## src/rtl/hdmi_timing_ctrl_if.sv

```systemverilog
// Pixel fetch bus between the timing controller and a show-ahead pixel source.
// The controller is the master and the source answers in the same cycle.
interface hdmi_timing_ctrl_if;
  logic        pix_req;
  logic [11:0] pix_x;
  logic [11:0] pix_y;
  logic [23:0] pix_data;
  logic        pix_valid;

  modport master (
    output pix_req, pix_x, pix_y,
    input  pix_data, pix_valid
  );

  modport slave (
    input  pix_req, pix_x, pix_y,
    output pix_data, pix_valid
  );
endinterface

```

## src/rtl/hdmi_timing_ctrl.sv

```systemverilog
// HDMI video timing generator: raster counters, pixel fetch, and
// registered sync/de/rgb toward the TMDS encoder.
module hdmi_timing_ctrl #(
  parameter int H_ACTIVE = 640,
  parameter int H_FP     = 16,
  parameter int H_SYNC   = 96,
  parameter int H_BP     = 48,
  parameter int V_ACTIVE = 480,
  parameter int V_FP     = 10,
  parameter int V_SYNC   = 2,
  parameter int V_BP     = 33,
  parameter bit HS_POL   = 1'b0,
  parameter bit VS_POL   = 1'b0
) (
  input  logic               clk,
  input  logic               rst,
  input  logic               enable,
  hdmi_timing_ctrl_if.master pix,
  output logic               hsync,
  output logic               vsync,
  output logic               de,
  output logic [23:0]        rgb,
  output logic               frame_start,
  output logic               underflow,
  output logic               busy
);

  localparam logic [11:0] HA  = 12'(H_ACTIVE);
  localparam logic [11:0] HS0 = 12'(H_ACTIVE + H_FP);
  localparam logic [11:0] HS1 = 12'(H_ACTIVE + H_FP + H_SYNC);
  localparam logic [11:0] HT1 =
    12'(H_ACTIVE + H_FP + H_SYNC + H_BP - 1);
  localparam logic [11:0] VA  = 12'(V_ACTIVE);
  localparam logic [11:0] VS0 = 12'(V_ACTIVE + V_FP);
  localparam logic [11:0] VS1 = 12'(V_ACTIVE + V_FP + V_SYNC);
  localparam logic [11:0] VT1 =
    12'(V_ACTIVE + V_FP + V_SYNC + V_BP - 1);

  typedef enum logic [1:0] {
    IDLE,
    RUN,
    STOPPING
  } state_t;

  state_t      state;
  logic [11:0] h_cnt;
  logic [11:0] v_cnt;
  logic [11:0] h_nxt;
  logic [11:0] v_nxt;
  logic        h_last;
  logic        v_last;
  logic        req;
  logic        to_idle;
  logic        h_sync_on;
  logic        v_sync_on;

  assign h_last = (h_cnt == HT1);
  assign v_last = (v_cnt == VT1);
  assign h_nxt  = h_last ? 12'd0 : h_cnt + 12'd1;
  assign v_nxt  = !h_last ? v_cnt
                : (v_last ? 12'd0 : v_cnt + 12'd1);

  assign busy    = (state != IDLE);
  assign req     = busy && (h_cnt < HA) && (v_cnt < VA);
  // A frame only ends on its last cycle; enable merely decides what follows.
  assign to_idle = busy && !enable && h_last && v_last;

  assign h_sync_on = busy && (h_cnt >= HS0) && (h_cnt < HS1);
  assign v_sync_on = busy && (v_cnt >= VS0) && (v_cnt < VS1);

  assign pix.pix_req = req;
  assign pix.pix_x   = h_cnt;
  assign pix.pix_y   = v_cnt;

  always_ff @(posedge clk) begin
    if (rst) begin
      state       <= IDLE;
      h_cnt       <= '0;
      v_cnt       <= '0;
      de          <= 1'b0;
      rgb         <= '0;
      frame_start <= 1'b0;
      underflow   <= 1'b0;
      hsync       <= ~HS_POL;
      vsync       <= ~VS_POL;
    end else begin
      de          <= req;
      rgb         <= (req && pix.pix_valid) ? pix.pix_data : 24'h0;
      hsync       <= h_sync_on ? HS_POL : ~HS_POL;
      vsync       <= v_sync_on ? VS_POL : ~VS_POL;
      frame_start <= (state == RUN) && (h_cnt == 12'd0)
                     && (v_cnt == 12'd0);

      if (!busy || to_idle)
        underflow <= 1'b0;
      else if (req && !pix.pix_valid)
        underflow <= 1'b1;

      unique case (state)
        IDLE: begin
          h_cnt <= '0;
          v_cnt <= '0;
          if (enable)
            state <= RUN;
        end
        RUN: begin
          h_cnt <= h_nxt;
          v_cnt <= v_nxt;
          if (to_idle)
            state <= IDLE;
          else if (!enable)
            state <= STOPPING;
        end
        STOPPING: begin
          h_cnt <= h_nxt;
          v_cnt <= v_nxt;
          if (enable)
            state <= RUN;
          else if (to_idle)
            state <= IDLE;
        end
        default: state <= IDLE;
      endcase
    end
  end

endmodule

```

## src/flat_wrapper.sv

```systemverilog
// flat-port wrapper written by rule: the top's interface ports become plain ports
module hdmi_timing_ctrl_flat 
#(
  parameter int H_ACTIVE = 640,
  parameter int H_FP     = 16,
  parameter int H_SYNC   = 96,
  parameter int H_BP     = 48,
  parameter int V_ACTIVE = 480,
  parameter int V_FP     = 10,
  parameter int V_SYNC   = 2,
  parameter int V_BP     = 33,
  parameter bit HS_POL   = 1'b0,
  parameter bit VS_POL   = 1'b0
)
  (clk, rst, enable, hsync, vsync, de, rgb, frame_start, underflow, busy, pix_pix_req, pix_pix_x, pix_pix_y, pix_pix_data, pix_pix_valid);
  hdmi_timing_ctrl_if pix_i ();
  input  logic clk;
  input  logic rst;
  input  logic enable;
  output logic hsync;
  output logic vsync;
  output logic de;
  output logic [23:0] rgb;
  output logic frame_start;
  output logic underflow;
  output logic busy;
  output wire logic [$bits(pix_i.pix_req)-1:0] pix_pix_req;
  output wire logic [$bits(pix_i.pix_x)-1:0] pix_pix_x;
  output wire logic [$bits(pix_i.pix_y)-1:0] pix_pix_y;
  input wire logic [$bits(pix_i.pix_data)-1:0] pix_pix_data;
  input wire logic [$bits(pix_i.pix_valid)-1:0] pix_pix_valid;
  assign pix_pix_req = pix_i.pix_req;
  assign pix_pix_x = pix_i.pix_x;
  assign pix_pix_y = pix_i.pix_y;
  assign pix_i.pix_data = pix_pix_data;
  assign pix_i.pix_valid = pix_pix_valid;
  hdmi_timing_ctrl #(.H_ACTIVE(H_ACTIVE), .H_FP(H_FP), .H_SYNC(H_SYNC), .H_BP(H_BP), .V_ACTIVE(V_ACTIVE), .V_FP(V_FP), .V_SYNC(V_SYNC), .V_BP(V_BP), .HS_POL(HS_POL), .VS_POL(VS_POL)) u_core (.clk(clk), .rst(rst), .enable(enable), .pix(pix_i), .hsync(hsync), .vsync(vsync), .de(de), .rgb(rgb), .frame_start(frame_start), .underflow(underflow), .busy(busy));
endmodule
```

## config.mk

```make
export PLATFORM = sky130hd
export DESIGN_NAME = hdmi_timing_ctrl_flat
export DESIGN_NICKNAME = d
export VERILOG_FILES = /design/src/rtl/hdmi_timing_ctrl_if.sv /design/src/rtl/hdmi_timing_ctrl.sv /design/src/flat_wrapper.sv
export SDC_FILE = /design/constraint.sdc
export NUM_CORES = 1
export LEC_CHECK = 0
export BUFFER_PORTS_ARGS = -buffer_cell sky130_fd_sc_hd__buf_2
export CAP_MARGIN = 20
export CELL_PAD_IN_SITES_DETAIL_PLACEMENT = 1
export CELL_PAD_IN_SITES_GLOBAL_PLACEMENT = 1
export CORE_MARGIN = 8
export CORE_UTILIZATION = 38
export CTS_BUF_LIST = sky130_fd_sc_hd__clkbuf_4 sky130_fd_sc_hd__clkbuf_8
export CTS_CLUSTER_DIAMETER = 60
export DETAILED_ROUTE_END_ITERATION = 6
export PLACE_DENSITY_LB_ADDON = 0.1
export SETUP_SLACK_MARGIN = 0.02
export SLEW_MARGIN = 15
export SYNTH_ARGS = -nofsm -noshare
export SYNTH_HDL_FRONTEND = slang
export SYNTH_SLANG_ARGS = --single-unit
```

## constraint.sdc

```tcl
create_clock -name clk -period 2.75 [get_ports clk]
set_clock_uncertainty 0.2 [all_clocks]
set_input_delay 0 -clock clk [delete_from_list [all_inputs] [get_ports clk]]
set_output_delay 0 -clock clk [all_outputs]
set_load 0.005 [all_outputs]
```

==> Yosys cells after proc, flatten, opt, wreduce, memory -nomap -nowiden <==
Index checks and enable logic that the tools add are counted.
{ "totals": {"out_inout_bits": 55, "reg_bits": 55, "inputBits": 28, "word_cells": 66} }
{ "op_classes": {"n_lt_le_gt_ge": 6, "mux": 13, "n_eq_ne": 8, "add_sub_neg": 2, "n_bitwise": 1, "n_reduce_logical": 27} }
{ "op_table": {"columns": ["cell", "n"], "rows": [
  ["$pmux W12 S2", 2],
  ["$mux W12", 3],
  ["$add A12 B1 Y12 const B", 2],
  ["$eq A12 B10 Y1 const B", 2],
  ["$logic_not A12 Y1", 2],
  ["$lt A12 B10 Y1 const B", 2],
  ["$lt A12 B9 Y1 const B", 2],
  ["$logic_and A1 B1 Y1", 13],
  ["$ge A12 B10 Y1 const B", 1],
  ["$ge A12 B9 Y1 const B", 1],
  ["$mux W2", 5],
  ["$ne A3 B2 Y1 const B", 2],
  ["$pmux W2 S3", 1],
  ["$reduce_or A2 Y1", 3],
  ["$reduce_bool A2 Y1", 2],
  ["$logic_not A1 Y1", 3],
  ["$reduce_and A3 Y1", 1],
  ["$eq A2 B1 Y1 const B", 1],
  ["$eq A2 B2 Y1 const B", 1],
  ["$logic_not A2 Y1", 1],
  ["$mux W1", 2],
  ["$ne A2 B1 Y1 const B", 1],
  ["$ne A2 B2 Y1 const B", 1],
  ["$reduce_and A2 Y1", 1],
  ["2 further kinds", 2]
]} }

==> Logic depth before layout (Yosys ltp) <==
Gate-level depths: netlist (run 1).
{ "depth": {"ltp_word": 7, "mapped_depth": 7, "mapped_depth_nobuf": 6} }

==> Worst setup path before layout (run 1) <==
Ideal clock, no wire load.
{ "synth_path": {"kind": "register to register", "start": "register u_core.state[0]", "end": "register u_core.h_cnt[11], in the netlist u_core.pix.pix_x[11]", "t_arrival_ps": 1654, "synth_period_minus_slack_ps": 1924, "path_stages_with_launch": 8, "n_path_buf": 2, "t_required_ps": 2480, "setup_slack_ps": 826, "setup_ps": 70, "cell_sequence": "dfxtp_1 ha_1 clkbuf_1 and4b_1 buf_2 nand3_1 or4_1 a21oi_1"} }
{ "synth_via": {"elab_chain_len": 3, "elab_cells_between_ends": 6, "classes_between": "eq/ne: 2; mux: 1; reduce/logical: 3"} }
{ "synth_rtl": {"columns": ["element", "line", "text"], "rows": [
  ["start, declared", "hdmi_timing_ctrl.sv:45", "state_t state;"],
  ["start signal, assigned", "hdmi_timing_ctrl.sv:77", "state <= IDLE;"],
  ["start signal, assigned", "hdmi_timing_ctrl.sv:104", "state <= RUN;"],
  ["start signal, assigned", "hdmi_timing_ctrl.sv:110", "state <= IDLE;"],
  ["$eq A2 B2 Y1 / $eq A2 B1 Y1 (equally long branches)", "hdmi_timing_ctrl.sv:99", "unique case (state)"],
  ["$reduce_or A2 Y1 (no line)", null, null],
  ["$pmux W12 S2 / $reduce_bool A2 Y1 (equally long branches)", null, null],
  ["end signal, assigned", "hdmi_timing_ctrl.sv:107", "h_cnt <= h_nxt;"],
  ["end signal, assigned", "hdmi_timing_ctrl.sv:115", "h_cnt <= h_nxt;"],
  ["end, declared", "hdmi_timing_ctrl.sv:46", "logic [11:0] h_cnt;"]
]} }
Parallel ways exist; a longest one is shown, timed or not.
A chain may end at the register's enable or synchronous reset.

==> Worst setup path in the final report (run 1) <==
{ "layout_path": {"start": "register u_core.h_cnt[0], in the netlist u_core.pix.pix_x[0]", "end": "register u_core.v_cnt[9], in the netlist u_core.pix.pix_y[9]"} }
{ "layout_via": {"elab_chain_len": 3} }
{ "layout_rtl": {"columns": ["element", "line", "text"], "rows": [
  ["$eq A12 B10 Y1", "hdmi_timing_ctrl.sv:57", "assign h_last = (h_cnt == HT1);"],
  ["$ne A2 B1 Y1 (no line)", null, null],
  ["$reduce_and A2 Y1 (no line)", null, null],
  ["end signal, assigned", "hdmi_timing_ctrl.sv:108", "v_cnt <= v_nxt;"],
  ["end signal, assigned", "hdmi_timing_ctrl.sv:116", "v_cnt <= v_nxt;"],
  ["end, declared", "hdmi_timing_ctrl.sv:47", "logic [11:0] v_cnt;"]
]} }
No other way between the ends.

==> results of run 1 <==
-- routing by layer --
metal | share of wire (%) | wire [µm] | track usage, %
met2 | 45 | 3250 | 25.6
met5 | 0 | 0 | 0
met1 | 45 | 3260 | 20.3
met4 | 1.1 | 82 | 3.97
met3 | 9.0 | 656 | 6.40
-- layout make-up --
cell class,instances,area (µm²)
Antenna cell,1,2.50
Clock buffer,6,76.3
Clock inverter,2,16.3
Fill cell,744,2990
Inverter,15,56.3
Multi-Input combinational cell,174,1220
Sequential cell,55,1100
Tap cell,77,96.3
Timing Repair Buffer,114,718
-- cell usage in the layout, fill, tap and decap left out, types with 3 or more instances in the layout --
cell / instances
or4_1: 3
and2_1: 24
nor3_1: 6
nor4_1: 4
nand2_1: 10
nor2b_1: 5
o21ai_0: 7
nand3_1: 9
xor2_1: 7
nor2_1: 23
xnor2_1: 8
ha_1: 8
dfxtp_1: 55
and4_1: 3
inv_1: 15
clkbuf_8: 5
and3_1: 4
buf_4: 5
a31oi_1: 3
nand4_1: 9
dlygate4sd3_1: 27
o2111ai_1: 4
buf_2: 82
o2bb2ai_1: 5
-- power groups by stage --
stage | logic, mW | registers [mW] | clock network, mW
finish | 0.210 | 0.827 | 0.470
global placement | 0.177 | 0.844 | 0
floorplan | 0.0968 | 0.847 | 0
CTS | 0.210 | 0.827 | 0.486
global route | 0.235 | 0.831 | 0.514
detailed placement | 0.179 | 0.845 | 0
-- cells by family after synthesis --
kind of cell,Yosys count
multiplexers,1
AO/OA/AOI/OAI,33
flip-flops,55
buffers and inverters,28
XOR/XNOR,15
adder cells (fa/ha/maj),8
AND/OR/NAND/NOR,117
-- final timing paths --
kind / startpoint / endpoint / cells after the start
hold / removal: pix_pix_data[12] / u_core.rgb[12]$_SDFF_PP0_ / 3
setup reg to reg: u_core.pix.pix_x[0]$_SDFFE_PP0P_ / u_core.pix.pix_y[9]$_SDFFE_PP0P_ / 5
setup / recovery: u_core.pix.pix_x[0]$_SDFFE_PP0P_ / u_core.pix.pix_y[9]$_SDFFE_PP0P_ / 5
hold reg to reg: u_core.pix.pix_x[9]$_SDFFE_PP0P_ / u_core.hsync$_SDFF_PP1_ / 1
-- through the flow --
| step | setup WS [ps] | instance area (µm²) | cells |
|---|---|---|---|
| after floorplan | 826 | 2440 | 257 |
| after global placement | 673 | 2920 | 408 |
| after detailed placement | 677 | 2920 | 408 |
| after CTS | 647 | 3280 | 443 |
| after global routing | 538 | 3280 | 444 |
| final | 672 | 3280 | 444 |
-- sequential cells by signal, summed over array words and instances (netlist names) --
signal	cells
u_core.de	1
u_core.frame_start	1
u_core.hsync	1
u_core.pix.pix_x	12
u_core.pix.pix_y	12
u_core.rgb	24
u_core.state	2
u_core.underflow	1
u_core.vsync	1
-- worst max-delay path, delay by kind of cell, from the launching register on --
kind	cells	cell delay, ps
and+or+nand+nor	3	1040
DFF	1	360
adders and majority gates	1	240
AOI/OAI and AO/OA	1	160
-- repair_timing --
item | 4_1_cts | 5_1_grt
buffers inserted | 0 | 0
resized for setup | 0 | 0
hold endpoints to repair | 31 | 0
hold buffers | 27 | 0
==> results.sh, run 1 <==
export IMPL_status="finished, final reports clean"
export IMPL_p_int_mw=1.11
export IMPL_routedWlPerCell_um=16.3
export IMPL_numCtsBuffers=5
export IMPL_synth_nets=293
export IMPL_maxSlewHeadroom_pct=71.4
export IMPL_worst_pin_slew_ps=429
export IMPL_grt_pass1_wl_um=11900
export IMPL_drv_cap=0
export IMPL_synthSimpleGateAreaFrac_pct=29.6
export IMPL_finalHoldViolCount=0
export IMPL_required_ps=2800
export IMPL_synth_top_family_by_area="simple AND/OR/NAND/NOR gates"
export IMPL_start_util_pct=38.9
export IMPL_synth_area_leader_cell="dfxtp_1"
export IMPL_rows=29
export IMPL_synth_top_area_share_pct=45.1
export IMPL_avgSynthCellArea_um2=9.51
export IMPL_synth_compound_area_share_pct=10.3
export IMPL_die_x_um=96.2
export IMPL_synth_cells=257
export IMPL_antenna_found_initial=1
export IMPL_p_sw_share_pct=26.1
export IMPL_synth_seq_cells=55
export IMPL_worst_ir_drop_vdd_v=0.000233
export IMPL_hold_slack_ps=214
export IMPL_grt_pass1_vias=2428
export IMPL_syn_to_final_growth_pct=34.4
export IMPL_layout_min_cycle_time_ps=2080
export IMPL_total_power_mw=1.51
export IMPL_regToRegSetupSlack_ps=670
export IMPL_power_density_nw_per_um2=459
export IMPL_insertion_delay_ps=310
export IMPL_max_stage_delay_ps=450
export IMPL_fin_crit_sh_pct=75.6
export IMPL_grt_usage_pct=16.3
export IMPL_crit_path_end_kind="flop"
export IMPL_crit_path_top_delay_cell="or3_4"
export IMPL_vias_per_cell=5.21
export IMPL_io_buffer_count=82
export IMPL_final_util_pct=52.3
export IMPL_p_leak_nw=1.46
export IMPL_synthMuxAreaShare_pct=0.410
export IMPL_path_class="reg -> reg"
export IMPL_vias=2315
export IMPL_grt_max_degree=25
export IMPL_die_h_um=96.2
export IMPL_pwr_share_clk_pct=31.2
export IMPL_finalSetupTns_ps=0
export IMPL_yosysUniqueCellTypes=49
export IMPL_synth_common_cells="dfxtp_1, and2_1, nor2_1"
export IMPL_drt_wl_total_um=7250
export IMPL_cts_max_level=2
export IMPL_drt_iter0_drc=69
export IMPL_dieArea_um2=9250
export IMPL_synth_warnings=0
export IMPL_setup_worst_path_start_class="flop"
export IMPL_synthFlopType="dfxtp_1"
export IMPL_syn_cell_area_um2=2440
export IMPL_antenna_left=0
export IMPL_globalplace_congestion=0.771
export IMPL_cts_path_max_buffers=2
export IMPL_comb_power_share_pct=14.0
export IMPL_setup_viol=0
export IMPL_synthAdderAreaFrac_pct=4.10
export IMPL_cts_clk_slew_worst_paths_ps=100
export IMPL_drtPass1Iterations=4
export IMPL_grt_overflow=0
export IMPL_path_cells="ha_1 -> and3_1 -> and4_1 -> or3_4 -> o21ai_0"
export IMPL_fmax_ghz=0.481
export IMPL_cp_max_fo=11
export IMPL_clock_sinks=55
export IMPL_p_sw_mw=0.393
export IMPL_worstPathArrival_ps=2120
export IMPL_maxSlewViolCount=0
export IMPL_synth_edf_count=0
export IMPL_fp_coreArea_um2=6280
export IMPL_yosysMostFrequentCell="dfxtp_1"
export IMPL_cts_tree="done"
export IMPL_rsz0062_at_grt="no"
export IMPL_synth_xor_area_share_pct=5.38
export IMPL_pin_count=83
export IMPL_dp_hpwl_um=4960
export IMPL_hp_class="in -> reg"
export IMPL_cts_root_buffer="clkbuf_8"
export IMPL_async_flop_share_pct=0
export IMPL_nets=401
export IMPL_drive_gt1_share_pct=27.6
export IMPL_route_detailed_drc=0
export IMPL_seqPwrFrac_pct=54.9
export IMPL_synth_area_top_cells="dfxtp_1, and2_1, ha_1, nor2_1, xnor2_1"
export IMPL_ys_seq_area_share_pct=45.1
Note: power is estimated with default switching activity, not from simulation.
==> inputs of run 2 (changes only) <==
--- a/config.mk
+++ b/config.mk
@@ -10,7 +10,7 @@
 export CELL_PAD_IN_SITES_DETAIL_PLACEMENT = 1
 export CELL_PAD_IN_SITES_GLOBAL_PLACEMENT = 1
 export CORE_MARGIN = 8
-export CORE_UTILIZATION = 38
+export CORE_UTILIZATION = 35
 export CTS_BUF_LIST = sky130_fd_sc_hd__clkbuf_4 sky130_fd_sc_hd__clkbuf_8
 export CTS_CLUSTER_DIAMETER = 60
 export DETAILED_ROUTE_END_ITERATION = 6
==> constraint.sdc (replaced) <==
create_clock -name clk -period 1.8 [get_ports clk]
set_clock_uncertainty 0.2 [all_clocks]
set_input_delay 0 -clock clk [delete_from_list [all_inputs] [get_ports clk]]
set_output_delay 0 -clock clk [all_outputs]
set_load 0.005 [all_outputs]
==> run 2 against run 1 <==
  * The flow now finishes with violations (setup timing)
  * Critical endpoint is now u_core.state[0]$_SDFFE_PP0P_
  * First-iteration DRC count down 14%
  * Sequential cell count unchanged
  * Cell count up 18%
  * Critical path depth up 1
  * Non-clock buffer count up 61
==> results.sh, run 2 (synthesis gave the netlist of run 1 again) <==
export IMPL_maxSlewHeadroom_pct=74.5
export IMPL_start_util_pct=36.0
export IMPL_postPlaceCellArea_um2=3330
export IMPL_nets=463
export IMPL_required_ps=1810
export IMPL_grt_usage_pct=17.9
export IMPL_globalplace_congestion=0.755
export IMPL_final_area_um2=4080
export IMPL_maxSlewViolCount=0
export IMPL_die_x_um=99.6
export IMPL_total_power_mw=2.54
export IMPL_antenna_left=0
export IMPL_numCtsBuffers=5
export IMPL_fmax_ghz=0.521
export IMPL_cts_tree="done"
export IMPL_insertion_delay_ps=310
export IMPL_worstPathArrival_ps=1930
export IMPL_grt_max_degree=25
export IMPL_cts_max_level=2
export IMPL_worst_ir_drop_vdd_v=0.000360
export IMPL_finalSetupTns_ps=-541
export IMPL_pin_count=83
export IMPL_layout_commonest_cell="buf_2"
export IMPL_drtPass1Iterations=4
export IMPL_grt_overflow=0
export IMPL_die_h_um=99.6
export IMPL_largest_reg_flops=24
export IMPL_hp_class="in -> reg"
export IMPL_p_leak_nw=1.84
export IMPL_path_class="reg -> reg"
export IMPL_setup_viol=25
export IMPL_antennaDiodeCount=0
export IMPL_worst_slack_ps=-121
export IMPL_grt_pass1_wl_um=14200
export IMPL_worst_pin_slew_ps=382
export IMPL_violations="setup timing"
export IMPL_finalHoldViolCount=0
export IMPL_clock_sinks=55
export IMPL_cts_path_max_buffers=2
export IMPL_vias_per_cell=4.96
export IMPL_fp_coreArea_um2=6790
export IMPL_cts_clk_slew_worst_paths_ps=110
export IMPL_drive_gt1_share_pct=48.8
export IMPL_regMostFlops="u_core.rgb"
export IMPL_grt_pass1_vias=2789
export IMPL_routedWlPerCell_um=18.5
export IMPL_rsz0062_at_grt="yes"
export IMPL_io_buffer_count=82
export IMPL_setup_worst_path_start_class="flop"
export IMPL_cp_max_fo=2
export IMPL_crit_path_end_kind="flop"
export IMPL_fin_crit_sh_pct=107
export IMPL_antenna_found_initial=0
export IMPL_dieArea_um2=9910
export IMPL_drv_cap=0
export IMPL_power_density_nw_per_um2=624
export IMPL_cts_root_buffer="clkbuf_8"
export IMPL_final_cell_mix="buf_2, buf_4, dfxtp_1, dlygate4sd3_1, and2_1"
export IMPL_status="complete, but fails checks"
export IMPL_layout_min_cycle_time_ps=1920
export IMPL_dp_hpwl_um=5980
export IMPL_drt_iter0_drc=59
export IMPL_drt_wl_total_um=9710
export IMPL_rows=30
export IMPL_route_detailed_drc=0
export IMPL_vias=2600
export IMPL_syn_to_final_growth_pct=66.8
export IMPL_hold_slack_ps=220
run 2: cell types whose count changed in the layout (fill, tap and decap cells not counted), sizes merged:
cell	before	now
diode	1	0
clkinv	0	1
clkinvlp	1	0
buf	87	146
clkbuf	6	7
inv	16	17
and4	3	4
run 2: worst paths after layout:
kind / startpoint / end / slack [ps] / cells after the start
max: u_core.pix.pix_y[0]$_SDFFE_PP0P_ / u_core.state[0]$_SDFFE_PP0P_ / -120 / 6
min: pix_pix_data[16] / u_core.rgb[16]$_SDFF_PP0_ / 220 / 3
max reg2reg: u_core.pix.pix_y[0]$_SDFFE_PP0P_ / u_core.state[0]$_SDFFE_PP0P_ / -120 / 6
min reg2reg: u_core.underflow$_SDFFE_PP0P_ / u_core.underflow$_SDFFE_PP0P_ / 350 / 1
run 2: layout make-up:
type                       instances  area, µm²
fill                             763       2720
multi-input combinational        175       1430
timing repair buffer             175       1260
sequential                        55       1120
tap                               96        120
clock buffer                       5       68.8
inverter                          15       56.3
clock inverter                     3       26.3
run 2: timing repair:
item | in CTS | in global routing
endpoints found under the setup margin | 51 | 53
endpoints found under the hold margin | 31 | 0
cloned | 0 | 4
buffers inserted | 2 | 10
gates resized for setup | 17 | 51
hold buffers | 27 | 0
pin swaps | 4 | 21
run 2: worst max-delay path, stage by stage (launching register included):
cell,delay (ps)
dfxtp_2,340
inv_2,50
ha_1,140
nor2b_4,150
nand4_1,200
or4_4,540
a41o_1,190
run 2: layer usage:
layer | GRT usage [%] | part of all wire [%] | routed length [µm]
met4 | 4.89 | 0.78 | 76
met5 | 0 | 0 | 0
met3 | 6.08 | 5.9 | 570
met1 | 19.6 | 41 | 3980
met2 | 31.8 | 52 | 5090
run 2: report_power, final:
part	switching (mW)	internal, mW	total (mW)
Combinational	0.252	0.281	0.533
Sequential	0.0153	1.25	1.27
Clock	0.455	0.288	0.744
Total	0.723	1.82	2.54
run 2: per-stage QoR:
step           worst slack [ps]  std cells  utilization, %
3_5_place_dp               -151        473            49.0
3_3_place_gp               -179        473            49.0
6_report                   -121        524            60.0
4_1_cts                    -107        510            55.2
5_1_grt                    -185        524            60.0
2_1_floorplan             -65.6        257               -
==> inputs of run 3 (changes only) <==
--- a/config.mk
+++ b/config.mk
@@ -10,8 +10,7 @@
 export CELL_PAD_IN_SITES_DETAIL_PLACEMENT = 1
 export CELL_PAD_IN_SITES_GLOBAL_PLACEMENT = 1
 export CORE_MARGIN = 8
-export CORE_UTILIZATION = 35
-export CTS_BUF_LIST = sky130_fd_sc_hd__clkbuf_4 sky130_fd_sc_hd__clkbuf_8
+export CORE_UTILIZATION = 33
 export CTS_CLUSTER_DIAMETER = 60
 export DETAILED_ROUTE_END_ITERATION = 6
 export PLACE_DENSITY_LB_ADDON = 0.1
==> run 3 against run 2 <==
  * Design area up 2.3%
  * Maximum frequency is 3.8% higher
  * Cell count grew 0.38%
  * Largest cell class unchanged
  * Via count is 2.1% lower
  * Clock-buffer cell count unchanged
  * Largest power group unchanged
  * The run still ends with setup timing left
==> results.sh, run 3 (synthesis gave the netlist of run 1 again) <==
export IMPL_status="complete, but fails checks"
export IMPL_violations="setup timing"
export IMPL_layout_commonest_cell="buf_2"
export IMPL_globalplace_congestion=0.804
export IMPL_fp_coreArea_um2=7210
export IMPL_fin_crit_sh_pct=103
export IMPL_fill_cells=829
export IMPL_fin_cells=526
export IMPL_vias=2546
export IMPL_rr_startpoint="u_core.pix.pix_y[4]$_SDFFE_PP0P_"
export IMPL_place_inst=483
export IMPL_route_detailed_drc=0
export IMPL_required_ps=1820
export IMPL_pin_count=83
export IMPL_regToRegSetupSlack_ps=-50
export IMPL_regMostFlops="u_core.rgb"
export IMPL_grt_usage_pct=16.7
export IMPL_setup_worst_path_start_class="flop"
export IMPL_rows=31
export IMPL_crit_path_end_kind="flop"
export IMPL_cts_clk_slew_worst_paths_ps=110
export IMPL_cts_path_max_buffers=2
export IMPL_largest_reg_flops=24
export IMPL_dieArea_um2=10400
export IMPL_reg2reg_to="u_core.state[0]$_SDFFE_PP0P_"
export IMPL_total_power_mw=2.58
export IMPL_die_x_um=102
export IMPL_dp_hpwl_um=6000
export IMPL_maxSlewHeadroom_pct=73.1
export IMPL_worstPathArrival_ps=1870
export IMPL_rsz0062_at_grt="yes"
export IMPL_drive_gt1_share_pct=54.1
export IMPL_worst_ir_drop_vdd_v=0.000391
export IMPL_final_cell_mix="buf_2, buf_4, dfxtp_1, dlygate4sd3_1, nor2_1"
export IMPL_numCtsBuffers=5
export IMPL_worst_slack_ps=-51.3
export IMPL_insertion_delay_ps=320
export IMPL_clock_sinks=55
export IMPL_setup_viol=16
export IMPL_p_leak_nw=1.86
export IMPL_cts_tree="done"
export IMPL_die_h_um=102
export IMPL_hold_start="pix_pix_data[23]"
export IMPL_drv_cap=0
export IMPL_maxSlewViolCount=0
export IMPL_drt_iter0_drc=61
export IMPL_cp_max_fo=2
export IMPL_reg2regPathDepth=4
export IMPL_grt_pass1_vias=2654
export IMPL_path_class="reg -> reg"
export IMPL_io_buffer_count=82
export IMPL_syn_to_final_growth_pct=70.6
export IMPL_power_density_nw_per_um2=619
export IMPL_drtPass1Iterations=4
export IMPL_layout_min_cycle_time_ps=1850
export IMPL_cts_max_level=2
export IMPL_antenna_found_initial=0
export IMPL_antennaDiodeCount=0
export IMPL_start_util_pct=33.9
export IMPL_drt_wl_total_um=9370
export IMPL_vias_per_cell=4.84
export IMPL_crit_start="u_core.pix.pix_y[4]$_SDFFE_PP0P_"
export IMPL_hp_class="in -> reg"
export IMPL_antenna_left=0
export IMPL_critPathCapture="u_core.state[0]$_SDFFE_PP0P_"
export IMPL_worst_pin_slew_ps=403
export IMPL_finalHoldViolCount=0
export IMPL_routedWlPerCell_um=17.8
export IMPL_grt_max_degree=25
export IMPL_grt_overflow=0
export IMPL_fmax_ghz=0.540
export IMPL_grt_pass1_wl_um=13700
export IMPL_cts_root_buffer="clkbuf_8"
export IMPL_nets=462
==> run 3: worst min-delay path by stage <==
| stage | to | slack [ps] | cells past startpoint |
|---|---|---|---|
| after floorplan | u_core.rgb[0]$_SDFF_PP0_ | -80 | 1 |
| after global placement | u_core.rgb[6]$_SDFF_PP0_ | -0.9 | 2 |
| after detailed placement | u_core.rgb[3]$_SDFF_PP0_ | 3 | 2 |
| after CTS | u_core.rgb[20]$_SDFF_PP0_ | 180 | 3 |
| after global routing | u_core.rgb[16]$_SDFF_PP0_ | 210 | 3 |
| final | u_core.rgb[23]$_SDFF_PP0_ | 200 | 3 |
==> run 3: worst max-delay path, stage by stage, from the launching register on <==
cell	delay, ps
dfxtp_2	350
nor4_4	290
nand4_1	160
or4_4	560
a41o_1	190
==> run 3: power by group <==
| group | internal [mW] | switching [mW] | total, mW |
|---|---|---|---|
| Combinational | 0.306 | 0.252 | 0.558 |
| Clock | 0.290 | 0.463 | 0.753 |
| Sequential | 1.25 | 0.0181 | 1.27 |
| Total | 1.85 | 0.733 | 2.58 |
==> run 3: final cells by class <==
cell class                      count  area (µm²)  share of cell area, %
Multi-Input combinational cell    174        1500                   36.0
Sequential cell                    55        1120                   27.0
Clock inverter                      3        27.5                  0.660
Inverter                           15        61.3                   1.47
Clock buffer                        5        68.8                   1.65
Timing Repair Buffer              175        1260                   30.2
Tap cell                           99         124                   2.97
==> run 3: timing repair <==
item / in CTS / in global routing
hold buffers: 27 / 0
buffers inserted: 1 / 4
pin swaps: 5 / 24
gates cloned: 1 / 3
endpoints found under the hold margin: 31 / 0
setup endpoints to repair: 48 / 45
gates resized for setup: 27 / 66
==> run 3: per-stage QoR <==
step / utilization (%) / setup TNS (ps) / setup slack (ps) / hold slack, ps / cell area (µm²)
2_1_floorplan: - / -70.0 / -65.6 / -78.3 / 2500
3_3_place_gp: 46.9 / -843 / -134 / -0.946 / 3390
3_5_place_dp: 46.9 / -1480 / -137 / 3.44 / 3390
4_1_cts: 53.2 / -66.1 / -56.9 / 183 / 3840
5_1_grt: 57.8 / -2580 / -134 / 211 / 4170
6_report: 57.8 / -360 / -51.3 / 201 / 4170
==> run 3: metal layers <==
metal / vias up / track usage, % / share of wire [%]
met1: 1224 / 19.5 / 44
met2: 65 / 27.6 / 49
met4: 0 / 5.19 / 1.2
li1: 1250 / - / -
met5: - / 0 / 0
met3: 7 / 6.06 / 6.7
